<file path="config.mk">
export PLATFORM = sky130hd
export DESIGN_NAME = combined_mem_master_flat
export DESIGN_NICKNAME = d
export VERILOG_FILES = /design/src/rtl/combined_mem_pkg.sv /design/src/rtl/combined_mem_master_if.sv /design/src/rtl/combined_mem_master_addr_check.sv /design/src/rtl/combined_mem_master.sv /design/src/flat_wrapper.sv
export SDC_FILE = /design/constraint.sdc
export NUM_CORES = 1
export LEC_CHECK = 0
export ABC_CLOCK_PERIOD_IN_PS = 6650
export CAP_MARGIN = 10
export CORE_ASPECT_RATIO = 0.7
export CORE_MARGIN = 4
export CORE_UTILIZATION = 40
export DETAILED_ROUTE_END_ITERATION = 7
export PLACE_DENSITY_LB_ADDON = 0.1
export SYNTH_ARGS = -nofsm -noshare
export SYNTH_HDL_FRONTEND = slang
export SYNTH_HIERARCHICAL = 1
export SYNTH_SLANG_ARGS = --single-unit
</file>
<file path="constraint.sdc">
create_clock -name clk -period 6.65 [get_ports clk]
set_clock_uncertainty 0.2 [all_clocks]
set_input_delay 0.665 -clock clk [delete_from_list [all_inputs] [get_ports clk]]
set_output_delay 0.665 -clock clk [all_outputs]
set_load 0.01 [all_outputs]
</file>
<file path="src/rtl/combined_mem_pkg.sv">
// Shared types and constants for the combined instruction/data memory master.
// Holds the FSM state enum, fault codes, default memory size and the
// latched request payload.
// Optional build macro COMBINED_MEM_STORE_READBACK_EN adds the VERIFY state.
package combined_mem_pkg;

  localparam int unsigned ADDR_W            = 32;
  localparam int unsigned DATA_W            = 32;
  localparam int unsigned FAULT_W           = 2;
  localparam int unsigned WORD_SHIFT        = 2;
  localparam int unsigned MEM_WORDS_DEFAULT = 64;

  typedef logic [FAULT_W-1:0] fault_t;

  localparam fault_t FAULT_OK       = 2'b00;
  localparam fault_t FAULT_MISALIGN = 2'b01;
  localparam fault_t FAULT_RANGE    = 2'b10;
  localparam fault_t FAULT_READBACK = 2'b11;

  typedef enum logic [2:0] {
    ST_IDLE,
    ST_FETCH,
    ST_DATA,
    ST_RESP
`ifdef COMBINED_MEM_STORE_READBACK_EN
    ,
    ST_VERIFY
`endif
  } state_e;

  // Request fields captured at the handshake.
  typedef struct packed {
    logic [ADDR_W-1:0] pc;
    logic              has_data;
    logic              write;
    logic [ADDR_W-1:0] daddr;
    logic [DATA_W-1:0] wdata;
  } req_t;

endpackage

</file>
<file path="src/rtl/combined_mem_master_if.sv">
// Bus bundle between CPU datapath, memory master and combinedMemory.
// master: the memory master (takes req_*, drives rsp_* and mem_* strobes).
// slave : the surrounding CPU datapath and memory.
interface combined_mem_master_if;
  import combined_mem_pkg::*;

  logic              req_valid;
  logic              req_ready;
  logic [ADDR_W-1:0] req_pc;
  logic              req_has_data;
  logic              req_write;
  logic [ADDR_W-1:0] req_daddr;
  logic [DATA_W-1:0] req_wdata;

  logic              rsp_valid;
  logic [DATA_W-1:0] rsp_instr;
  logic [DATA_W-1:0] rsp_rdata;
  fault_t            rsp_fault;

  logic [ADDR_W-1:0] mem_addr;
  logic [DATA_W-1:0] mem_writeData;
  logic              mem_writeEnable;
  logic [DATA_W-1:0] mem_read;

  modport master (
    input  req_valid, req_pc, req_has_data, req_write, req_daddr, req_wdata,
    input  mem_read,
    output req_ready, rsp_valid, rsp_instr, rsp_rdata, rsp_fault,
    output mem_addr, mem_writeData, mem_writeEnable
  );

  modport slave (
    output req_valid, req_pc, req_has_data, req_write, req_daddr, req_wdata,
    output mem_read,
    input  req_ready, rsp_valid, rsp_instr, rsp_rdata, rsp_fault,
    input  mem_addr, mem_writeData, mem_writeEnable
  );

endinterface

</file>
<file path="src/rtl/combined_mem_master_addr_check.sv">
// mem_addr_check: combinational address fault classifier.
// Ports: addr_i (byte address), mem_words_i (backed words),
//        fault_o (OK / MISALIGN / RANGE, misalignment takes priority).
module mem_addr_check
  import combined_mem_pkg::*;
(
  input  logic [ADDR_W-1:0] addr_i,
  input  logic [ADDR_W-1:0] mem_words_i,
  output fault_t            fault_o
);

  localparam int unsigned LIM_W = ADDR_W + WORD_SHIFT;

  // Byte limit kept wide so large word counts cannot wrap.
  logic [LIM_W-1:0] limit;
  assign limit = {mem_words_i, {WORD_SHIFT{1'b0}}};

  always_comb begin
    fault_o = FAULT_OK;
    if (addr_i[WORD_SHIFT-1:0] != '0) begin
      fault_o = FAULT_MISALIGN;
    end else if (LIM_W'(addr_i) >= limit) begin
      fault_o = FAULT_RANGE;
    end
  end

endmodule

</file>
<file path="src/rtl/combined_mem_master.sv">
// combined_mem_master: serialises an instruction fetch plus an optional load
// or store onto the single combined memory port and returns instruction,
// load data and a fault code.
// Ports: clk, reset (async, active-high), bus (combined_mem_master_if.master:
//        req_* handshake in, rsp_* response out, mem_* memory port).
// Macro COMBINED_MEM_STORE_READBACK_EN: re-reads each store in a VERIFY
// state and reports FAULT_READBACK on mismatch.
module combined_mem_master
  import combined_mem_pkg::*;
#(
  parameter int unsigned MEM_WORDS     = MEM_WORDS_DEFAULT,
  parameter int unsigned RESET_PC_WORD = 0
) (
  input  logic                  clk,
  input  logic                  reset,
  combined_mem_master_if.master bus
);

  localparam logic [ADDR_W-1:0] IDLE_ADDR = ADDR_W'(RESET_PC_WORD) << WORD_SHIFT;

  state_e            state_q, state_d;
  req_t              req_q;
  logic [DATA_W-1:0] instr_q, instr_d;
  logic [DATA_W-1:0] rdata_q, rdata_d;
  fault_t            fault_q, fault_d;

  logic              rsp_valid_q;
  logic [DATA_W-1:0] rsp_instr_q;
  logic [DATA_W-1:0] rsp_rdata_q;
  fault_t            rsp_fault_q;

  logic [ADDR_W-1:0] mem_addr_c;
  logic [DATA_W-1:0] mem_wdata_c;
  logic              mem_we_c;

  fault_t            pc_fault;
  fault_t            d_fault;

  mem_addr_check u_pc_check (
    .addr_i      (req_q.pc),
    .mem_words_i (ADDR_W'(MEM_WORDS)),
    .fault_o     (pc_fault)
  );

  mem_addr_check u_daddr_check (
    .addr_i      (req_q.daddr),
    .mem_words_i (ADDR_W'(MEM_WORDS)),
    .fault_o     (d_fault)
  );

  // Next state, working results and memory port decode.
  always_comb begin
    state_d     = state_q;
    instr_d     = instr_q;
    rdata_d     = rdata_q;
    fault_d     = fault_q;
    mem_addr_c  = IDLE_ADDR;
    mem_wdata_c = '0;
    mem_we_c    = 1'b0;

    case (state_q)
      ST_IDLE: begin
        if (bus.req_valid) begin
          instr_d = '0;
          rdata_d = '0;
          fault_d = FAULT_OK;
          state_d = ST_FETCH;
        end
      end

      ST_FETCH: begin
        mem_addr_c = req_q.pc;
        if (pc_fault != FAULT_OK) begin
          fault_d = pc_fault;
          instr_d = '0;
          state_d = ST_RESP;
        end else begin
          instr_d = bus.mem_read;
          state_d = req_q.has_data ? ST_DATA : ST_RESP;
        end
      end

      ST_DATA: begin
        mem_addr_c = req_q.daddr;
        if (d_fault != FAULT_OK) begin
          fault_d = d_fault;
          rdata_d = '0;
          state_d = ST_RESP;
        end else if (req_q.write) begin
          mem_wdata_c = req_q.wdata;
          mem_we_c    = 1'b1;
          rdata_d     = '0;
`ifdef COMBINED_MEM_STORE_READBACK_EN
          state_d     = ST_VERIFY;
`else
          state_d     = ST_RESP;
`endif
        end else begin
          rdata_d = bus.mem_read;
          state_d = ST_RESP;
        end
      end

`ifdef COMBINED_MEM_STORE_READBACK_EN
      ST_VERIFY: begin
        mem_addr_c = req_q.daddr;
        if (bus.mem_read != req_q.wdata) begin
          fault_d = FAULT_READBACK;
        end
        state_d = ST_RESP;
      end
`endif

      ST_RESP: begin
        state_d = ST_IDLE;
      end

      default: begin
        state_d = ST_IDLE;
      end
    endcase
  end

  // State, request latch and response registers.
  always_ff @(posedge clk or posedge reset) begin
    if (reset) begin
      state_q     <= ST_IDLE;
      req_q       <= '0;
      instr_q     <= '0;
      rdata_q     <= '0;
      fault_q     <= FAULT_OK;
      rsp_valid_q <= 1'b0;
      rsp_instr_q <= '0;
      rsp_rdata_q <= '0;
      rsp_fault_q <= FAULT_OK;
    end else begin
      state_q <= state_d;
      instr_q <= instr_d;
      rdata_q <= rdata_d;
      fault_q <= fault_d;
      if (state_q == ST_IDLE && bus.req_valid) begin
        req_q.pc       <= bus.req_pc;
        req_q.has_data <= bus.req_has_data;
        req_q.write    <= bus.req_write & bus.req_has_data;
        req_q.daddr    <= bus.req_daddr;
        req_q.wdata    <= bus.req_wdata;
      end
      // Response fields only move when a response is issued.
      rsp_valid_q <= (state_d == ST_RESP);
      if (state_d == ST_RESP) begin
        rsp_instr_q <= instr_d;
        rsp_rdata_q <= rdata_d;
        rsp_fault_q <= fault_d;
      end
    end
  end

  assign bus.req_ready       = (state_q == ST_IDLE);
  assign bus.rsp_valid       = rsp_valid_q;
  assign bus.rsp_instr       = rsp_instr_q;
  assign bus.rsp_rdata       = rsp_rdata_q;
  assign bus.rsp_fault       = rsp_fault_q;
  assign bus.mem_addr        = mem_addr_c;
  assign bus.mem_writeData   = mem_wdata_c;
  assign bus.mem_writeEnable = mem_we_c;

endmodule

</file>
<file path="src/flat_wrapper.sv">
// flat-port wrapper written by rule: the top's interface ports become plain ports
module combined_mem_master_flat import combined_mem_pkg::*;
#(
  parameter int unsigned MEM_WORDS     = MEM_WORDS_DEFAULT,
  parameter int unsigned RESET_PC_WORD = 0
)
  (clk, reset, bus_req_valid, bus_req_pc, bus_req_has_data, bus_req_write, bus_req_daddr, bus_req_wdata, bus_mem_read, bus_req_ready, bus_rsp_valid, bus_rsp_instr, bus_rsp_rdata, bus_rsp_fault, bus_mem_addr, bus_mem_writeData, bus_mem_writeEnable);
  combined_mem_master_if bus_i ();
  input  logic clk;
  input  logic reset;
  input wire logic [$bits(bus_i.req_valid)-1:0] bus_req_valid;
  input wire logic [$bits(bus_i.req_pc)-1:0] bus_req_pc;
  input wire logic [$bits(bus_i.req_has_data)-1:0] bus_req_has_data;
  input wire logic [$bits(bus_i.req_write)-1:0] bus_req_write;
  input wire logic [$bits(bus_i.req_daddr)-1:0] bus_req_daddr;
  input wire logic [$bits(bus_i.req_wdata)-1:0] bus_req_wdata;
  input wire logic [$bits(bus_i.mem_read)-1:0] bus_mem_read;
  output wire logic [$bits(bus_i.req_ready)-1:0] bus_req_ready;
  output wire logic [$bits(bus_i.rsp_valid)-1:0] bus_rsp_valid;
  output wire logic [$bits(bus_i.rsp_instr)-1:0] bus_rsp_instr;
  output wire logic [$bits(bus_i.rsp_rdata)-1:0] bus_rsp_rdata;
  output wire logic [$bits(bus_i.rsp_fault)-1:0] bus_rsp_fault;
  output wire logic [$bits(bus_i.mem_addr)-1:0] bus_mem_addr;
  output wire logic [$bits(bus_i.mem_writeData)-1:0] bus_mem_writeData;
  output wire logic [$bits(bus_i.mem_writeEnable)-1:0] bus_mem_writeEnable;
  assign bus_i.req_valid = bus_req_valid;
  assign bus_i.req_pc = bus_req_pc;
  assign bus_i.req_has_data = bus_req_has_data;
  assign bus_i.req_write = bus_req_write;
  assign bus_i.req_daddr = bus_req_daddr;
  assign bus_i.req_wdata = bus_req_wdata;
  assign bus_i.mem_read = bus_mem_read;
  assign bus_req_ready = bus_i.req_ready;
  assign bus_rsp_valid = bus_i.rsp_valid;
  assign bus_rsp_instr = bus_i.rsp_instr;
  assign bus_rsp_rdata = bus_i.rsp_rdata;
  assign bus_rsp_fault = bus_i.rsp_fault;
  assign bus_mem_addr = bus_i.mem_addr;
  assign bus_mem_writeData = bus_i.mem_writeData;
  assign bus_mem_writeEnable = bus_i.mem_writeEnable;
  combined_mem_master #(.MEM_WORDS(MEM_WORDS), .RESET_PC_WORD(RESET_PC_WORD)) u_core (.clk(clk), .reset(reset), .bus(bus_i));
endmodule
</file>
==> out/qor.csv, run 1 <==
stage,metric,value,unit
worst_setup_path,Worst setup EP type,primary output,
yosys,Synth Register Bits,234,
final_layout,Util after Layout,0.554,
place,GPL Wtd Cong,0.763,
clock_network,total CTS buffers,24,
clock_network,post-cts sizing count,0,
worst_setup_path,Top delay family on crit path,compound AO/OA/AOI/OAI gates,
worst_setup_path,Reg2Reg Setup Slack,2.54,ns
power_and_ir_drop,Final Power,5710,uW
die,num ports,266,
worst_setup_path,CP cell instances,ha_1 -> a21o_1 -> a221o_1 -> a221o_1 -> o31ai_1 -> a31oi_1 -> or2_2 -> nor3_2 -> buf_4 -> and2_1 -> clkdlybuf4s50_1,
route,Iter 0 DRT Violations,320,
power_and_ir_drop,Switch Pwr,1790,uW
worst_setup_path,"slowest stage delay, CP",0.54,ns
route,Vias,7383,
clock_network,postcts setup bufs,0,
route,Initial DRT Pass Iterations,4,
global_route,global-route wire length before repair,44300,microns
global_route,grt met1 use,0.289,
clock_network,"CTS clk-pin slew, worst paths",0.06,ns
die,Rows,50,
global_route,initial antenna violation count,1,
global_route,routing usage on met2,0.261,
timing,RSZ-0062 raised after global routing,false,
global_route,GRT busiest layer,met1,
yosys,Synth Area per Inst,13.1,sq um
timing,Fin. Hold Viols,0,
timing,TNS Setup,0,ns
hold_path,worst hold path type,flop to flop,
die,die area,29800,sq um
power_and_ir_drop,PD cells,386,nW/um^2
die,core area,26700,sq um
place,# port buffers,265,
route,drt wl/cell,18.4,microns
die,Die H,146,microns
timing,PnR worst setup slack,1.83,ns
hold_path,HP Start,u_core/instr_q[21],
worst_setup_path,critical path type,flop to primary output,
worst_setup_path,cell mode on critical path,a221o_1,
global_route,grt met3 use,0.0459,
yosys,Mapped Cells,828,
worst_setup_path,crit-path max FO,33,
global_route,largest net degree at the start of global routing,185,
worst_setup_path,CP required,5.78,ns
yosys,sequential fraction of the synthesis area,0.541,
worst_setup_path,CP Launch Type,flop,
worst_setup_path,WP data arrival,3.96,ns
clock_network,worst skew pair latency,0.52,ns
power_and_ir_drop,Int Pwr,3920,uW
job,max-cap check violation count,0,
die,Initial Util,0.405,
place,post-place setup slack,2.31,ns
yosys,Cell variety after synth,44,
timing,Fmax,207,MHz
place,Placed Instances,1486,
power_and_ir_drop,switching share of power,0.314,
power_and_ir_drop,Flop pwr share,0.411,
final_layout,layout cell share with drive strength beyond 1,0.184,
final_layout,"commonest non-fill, non-tap cell in the layout",clkdlybuf4s50_1,
clock_network,Post-CTS Hold Fix Bufs,0,
yosys,Mapped Area,10800,sq um
timing,count of final setup violators,0,
clock_network,clk buf depth,3,
global_route,total global-route track usage,0.184,
final_layout,antenna cells,0,
worst_setup_path,Critical Path Source,u_core/req_q[51],
route,post-route ant nets,0,
global_route,vias in the first global route,7690,
timing,worst slew pin tran,1.02,ns
final_layout,layout net count,1341,
final_layout,most frequent cells in the layout,"clkdlybuf4s50_1, dfrtp_1, mux2_2",
route,vias per cell,4.84,
route,Routed WL,28000,microns
timing,Final Critical Period,4.82,ns
power_and_ir_drop,LEAKAGE,0.00660,uW
worst_setup_path,WP buf/inv,2,
power_and_ir_drop,part of the power in combinational logic,0.351,
yosys,cell taking the most area after synthesis,dfrtp_1,
timing,period utilization,0.725,
clock_network,CTS tree,done,
final_layout,Layout area overhead,36.8,%
yosys,top cell type's share of synthesized area,0.541,
timing,"Slew Viols, Final",0,
yosys,YS warnings,6,
timing,max_slew headroom,0.323,
route,drc violations,0,
place,HPWL Detailed,19300,microns
yosys,"top cells by area, synth","dfrtp_1, mux2_2, a22o_1",
power_and_ir_drop,Max IR drop VDD,0.192,mV
clock_network,Num Clock Sinks,234,
final_layout,Non-Filler Instances,1525,
outcome,outcome,"finished, final reports clean",
die,Die Width,205,microns
worst_setup_path,CP max stage cell,clkdlybuf4s50_1,
power_and_ir_drop,Clk pwr share,0.238,
worst_setup_path,Reg2Reg Launch Point,u_core/req_q[89],
global_route,Overflow after GRT,0,
clock_network,CTS Root Cell,clkbuf_16,
clock_network,H-tree Lvls,1,
sequential cells by signal, indices dropped and copies added (netlist names), 2 cells and up:
| signal | flops |
|---|---|
| u_core/bus.rsp_fault | 2 |
| u_core/bus.rsp_instr | 32 |
| u_core/bus.rsp_rdata | 32 |
| u_core/fault_q | 2 |
| u_core/instr_q | 32 |
| u_core/rdata_q | 32 |
| u_core/req_q | 98 |
| u_core/state_q | 3 |
path summary, 6_finish.rpt:
path,to,cells after the start
max,bus_mem_writeData[0],11
min,u_core/instr_q[21],1
max reg2reg,u_core/bus.rsp_instr[11],10
min reg2reg,u_core/instr_q[21],1
max in group asynchronous,u_core/bus.rsp_instr[23],4
min in group asynchronous,u_core/req_q[93],3
area by class of cell:
cell class                      count  area (sq um)
Sequential cell                   234          5860
Clock inverter                      8          92.6
Inverter                           67           255
Clock buffer                       31           688
Multi-Input combinational cell    546          4720
Tap cell                          364           455
Timing Repair Buffer              275          2740
Fill cell                        2271         11900
power by group through the flow:
stage	clock, uW	combinational, uW	sequential (uW)
global placement	0	1990	2370
detailed placement	0	2030	2360
finish	1360	2010	2340
floorplan	0	1180	2310
CTS	1400	2040	2350
global route	1450	2210	2420
synth_stat cells (all sizes together):
cell type    n
a221oi       1
nor3         4
nand2       16
a32o         1
a21oi       17
clkbuf      13
or2          1
conb         2
a22o        96
a211oi       2
nand2b       2
nor4         2
or3b         3
o21ai       13
nor3b        2
nand3        1
o2bb2ai      2
a311oi       2
buf         31
ha          60
dfrtp      234
nor2        13
nor2b        7
or3          3
nand4       10
a221o        4
a21o        12
o31ai        3
mux2       161
and2        35
and4         2
a31oi        4
a2bb2oi      1
a22oi        1
inv         67
stage by stage:
stage	hold slack, ns	area, sq um
6_report	0.294	14800
5_1_grt	0.304	14800
4_1_cts	0.294	14800
3_5_place_dp	0.281	14000
3_3_place_gp	0.273	14000
2_1_floorplan	0.260	11100
layer usage:
layer  vias up  part of all wire
met3        35             0.062
met1      3604              0.51
met2       186              0.41
met5         -           0.00039
met4         2             0.019
li1       3556                 -
kinds of logic after synthesis:
kind of cell | share of synthesized area
AO/OA/AOI/OAI | 0.116
buffers and inverters | 0.0476
flip-flops | 0.541
AND/OR/NAND/NOR | 0.0564
other | 0.000694
adder cells (fa/ha/maj) | 0.0693
multiplexers | 0.169
worst reg2reg max path, delay by kind of cell, from the launching register on:
kind                       cells  cell delay [ns]
AOI/OAI and AO/OA              4             1.55
and+or+nand+nor                4             1.02
muxes                          1             0.52
DFF                            1             0.40
adders and majority gates      1             0.31
(Power assumes the default switching activity.)
==> run 2, diff against run 1 <==
--- a/config.mk
+++ b/config.mk
@@ -5,7 +5,7 @@
 export SDC_FILE = /design/constraint.sdc
 export NUM_CORES = 1
 export LEC_CHECK = 0
-export ABC_CLOCK_PERIOD_IN_PS = 6650
+export ABC_CLOCK_PERIOD_IN_PS = 5000
 export CAP_MARGIN = 10
 export CORE_ASPECT_RATIO = 0.7
 export CORE_MARGIN = 4
==> constraint.sdc (replaced) <==
create_clock -name clk -period 5 [get_ports clk]
set_clock_uncertainty 0.2 [all_clocks]
set_input_delay 0.5 -clock clk [delete_from_list [all_inputs] [get_ports clk]]
set_output_delay 0.5 -clock clk [all_outputs]
set_load 0.01 [all_outputs]
==> run 2 against run 1 <==
Clock-buffer cell count rose by 5. First-iteration DRC count fell by 23%. Non-clock buffer count rose by 4. Register-to-register slack got worse by 1.3 ns. Sequential share of layout area fell by 0.35 points. Via count rose by 0.15%. Core utilization rose by 0.50 points. Die area did not move. Largest cell class unchanged.
==> out/qor.csv, run 2 (synthesis gave the netlist of run 1 again) <==
stage,metric,value,unit,change
outcome,outcome,"finished, final reports clean",,
route,Initial DRT Pass Iterations,4,,unchanged
die,Die H,146,microns,unchanged
route,DR WL met3,1830,microns,+4.6%
timing,TNS Setup,0,ns,unchanged
die,die area,29800,sq um,unchanged
timing,count of final setup violators,0,,unchanged
power_and_ir_drop,Max IR drop VDD,0.248,mV,+29%
timing,Fmax,212,MHz,
clock_network,H-tree Lvls,1,,unchanged
route,M1 wire length,14200,microns,about the same
worst_setup_path,Reg2Reg Setup Slack,1.23,ns,-1.31 ns
route,highest routed metal layer,met5,,
timing,period utilization,0.944,,
final_layout,most frequent cells in the layout,"clkdlybuf4s50_1, dfrtp_1, mux2_2",,
clock_network,postcts setup bufs,0,,unchanged
place,post-place setup slack,0.820,ns,-1.49 ns
global_route,vias in the first global route,7886,,+2.5%
worst_setup_path,crit-path max FO,33,,unchanged
timing,Hold WS,0.201,ns,-0.0924 ns
hold_path,worst hold path type,primary input to asynchronous set/reset pin,,
route,vias per cell,4.82,,-0.37%
power_and_ir_drop,LEAKAGE,0.00666,uW,+0.95%
clock_network,post-cts sizing count,0,,unchanged
global_route,largest net degree at the start of global routing,97,,-48%
die,Rows,50,,unchanged
timing,max_slew headroom,0.205,,-0.117
timing,Final Critical Period,4.72,ns,
worst_setup_path,FF-to-FF path depth,11,,+1
timing,"Slew Viols, Final",0,,unchanged
timing,PnR worst setup slack,0.278,ns,-1.55 ns
route,drt wl/cell,18.4,microns,+0.17%
worst_setup_path,CP required,4.30,ns,-1.48 ns
clock_network,Num Clock Sinks,234,,unchanged
worst_setup_path,Critical Path Source,u_core/req_q[51],,
worst_setup_path,Reg2Reg Launch Point,u_core/req_q[87],,
clock_network,CTS tree,done,,
die,num ports,266,,unchanged
final_layout,layout net count,1345,,+0.30%
worst_setup_path,CP Launch Type,flop,,
route,met2 wire length,11800,microns,+2.2%
worst_setup_path,worst r2r dst,u_core/bus.rsp_rdata[6],,
global_route,global-route wire length before repair,44900,microns,+1.3%
final_layout,Non-Filler Instances,1533,,+0.52%
worst_setup_path,CP endpoint,bus_mem_writeData[24],,
global_route,initial antenna violation count,3,,+2
worst_setup_path,Worst setup EP type,primary output,,
die,Initial Util,0.405,,unchanged
final_layout,"commonest non-fill, non-tap cell in the layout",clkdlybuf4s50_1,,
final_layout,Layout area overhead,38.0,%,
die,core area,26700,sq um,unchanged
worst_setup_path,critical path type,flop to primary output,,
clock_network,Post-CTS Hold Fix Bufs,0,,unchanged
route,Vias,7394,,+0.15%
worst_setup_path,WP data arrival,4.02,ns,+0.06 ns
job,max-cap check violation count,0,,unchanged
place,Placed Instances,1490,,+0.27%
clock_network,CTS Root Cell,clkbuf_16,,
timing,RSZ-0062 raised after global routing,false,,
power_and_ir_drop,PD cells,519,nW/um^2,+35%
place,HPWL Detailed,19400,microns,+0.14%
route,Iter 0 DRT Violations,247,,-23%
clock_network,clk buf depth,3,,unchanged
timing,Fin. Hold Viols,0,,unchanged
timing,worst slew pin tran,1.19,ns,+0.175 ns
final_layout,layout cell share with drive strength beyond 1,0.187,,+0.00232
place,GPL Wtd Cong,0.758,,-0.69%
clock_network,total CTS buffers,24,,unchanged
final_layout,Biggest register,u_core/req_q,,
route,post-route ant nets,0,,unchanged
route,Routed WL,28200,microns,+0.69%
place,# port buffers,265,,unchanged
route,drc violations,0,,unchanged
die,Die Width,205,microns,unchanged
global_route,total global-route track usage,0.187,,+0.00234
global_route,Overflow after GRT,0,,unchanged
clock_network,"CTS clk-pin slew, worst paths",0.06,ns,about the same
clock_network,worst skew pair latency,0.51,ns,about the same
final_layout,max reg flops,98,,unchanged
run 2: cell count changes in the layout (fill, tap and decap cells not counted), sizes merged:
| cell | before | now |
|---|---|---|
| bufinv | 2 | 4 |
| clkinv | 5 | 2 |
| clkinvlp | 2 | 1 |
| diode | 0 | 1 |
| clkbuf | 31 | 36 |
| buf | 10 | 14 |
run 2: worst min-delay path by stage:
stage,slack [ns],endpoint
after global placement,0.27,u_core/bus.rsp_rdata[8]
after CTS,0.21,u_core/bus.rsp_rdata[10]
after detailed placement,0.28,u_core/bus.rsp_rdata[20]
after floorplan,0.26,u_core/instr_q[0]
final,0.20,u_core/bus.rsp_rdata[10]
after global routing,0.26,u_core/bus.rsp_rdata[10]
run 2: area by class of cell:
class	instances	area, sq um
fillers	2326	11800
flip-flops and latches	234	5860
multi-input cells	546	4720
repair buffers	279	2800
clock buffers	36	727
well taps	364	455
inverters	67	255
clock inverters	6	130
diodes	1	2.50
run 2: report_power, final:
part	switching [uW]	leakage [uW]	total [uW]	internal (uW)
logic	1150	0.00323	2690	1540
registers	499	0.00301	3120	2620
clock network	741	0.000421	1950	1200
run 2: routing by layer:
metal	track usage	vias up
met5	0	-
met4	0.0305	4
met3	0.0483	37
met2	0.270	186
met1	0.288	3594
li1	-	3573
run 2: per-stage QoR:
step	cell area, sq um	total power (uW)	util
after CTS	14900	7850	0.559
after floorplan	11100	4650	-
after global routing	14900	8240	0.559
after global placement	14100	5810	0.527
after detailed placement	14100	5850	0.527
final	14900	7750	0.559
run 2: worst max-delay path, stage by stage (launching register included):
cell and delay [ns]:
dfrtp_1 0.40, ha_1 0.26, a21o_1 0.16, a221o_1 0.32
a221o_1 0.40, o31ai_1 0.25, a31oi_1 0.16, or2_2 0.38
nor3_2 0.17, buf_4 0.29, and2_1 0.18, clkdlybuf4s50_1 0.53
==> run 3, diff against run 2 <==
--- a/config.mk
+++ b/config.mk
@@ -12,6 +12,7 @@
 export CORE_UTILIZATION = 40
 export DETAILED_ROUTE_END_ITERATION = 7
 export PLACE_DENSITY_LB_ADDON = 0.1
+export SKIP_CTS_REPAIR_TIMING = 1
 export SYNTH_ARGS = -nofsm -noshare
 export SYNTH_HDL_FRONTEND = slang
 export SYNTH_HIERARCHICAL = 1
==> results of run 3 <==
No change in the layout: final DEF, timing and power equal those of run 2.
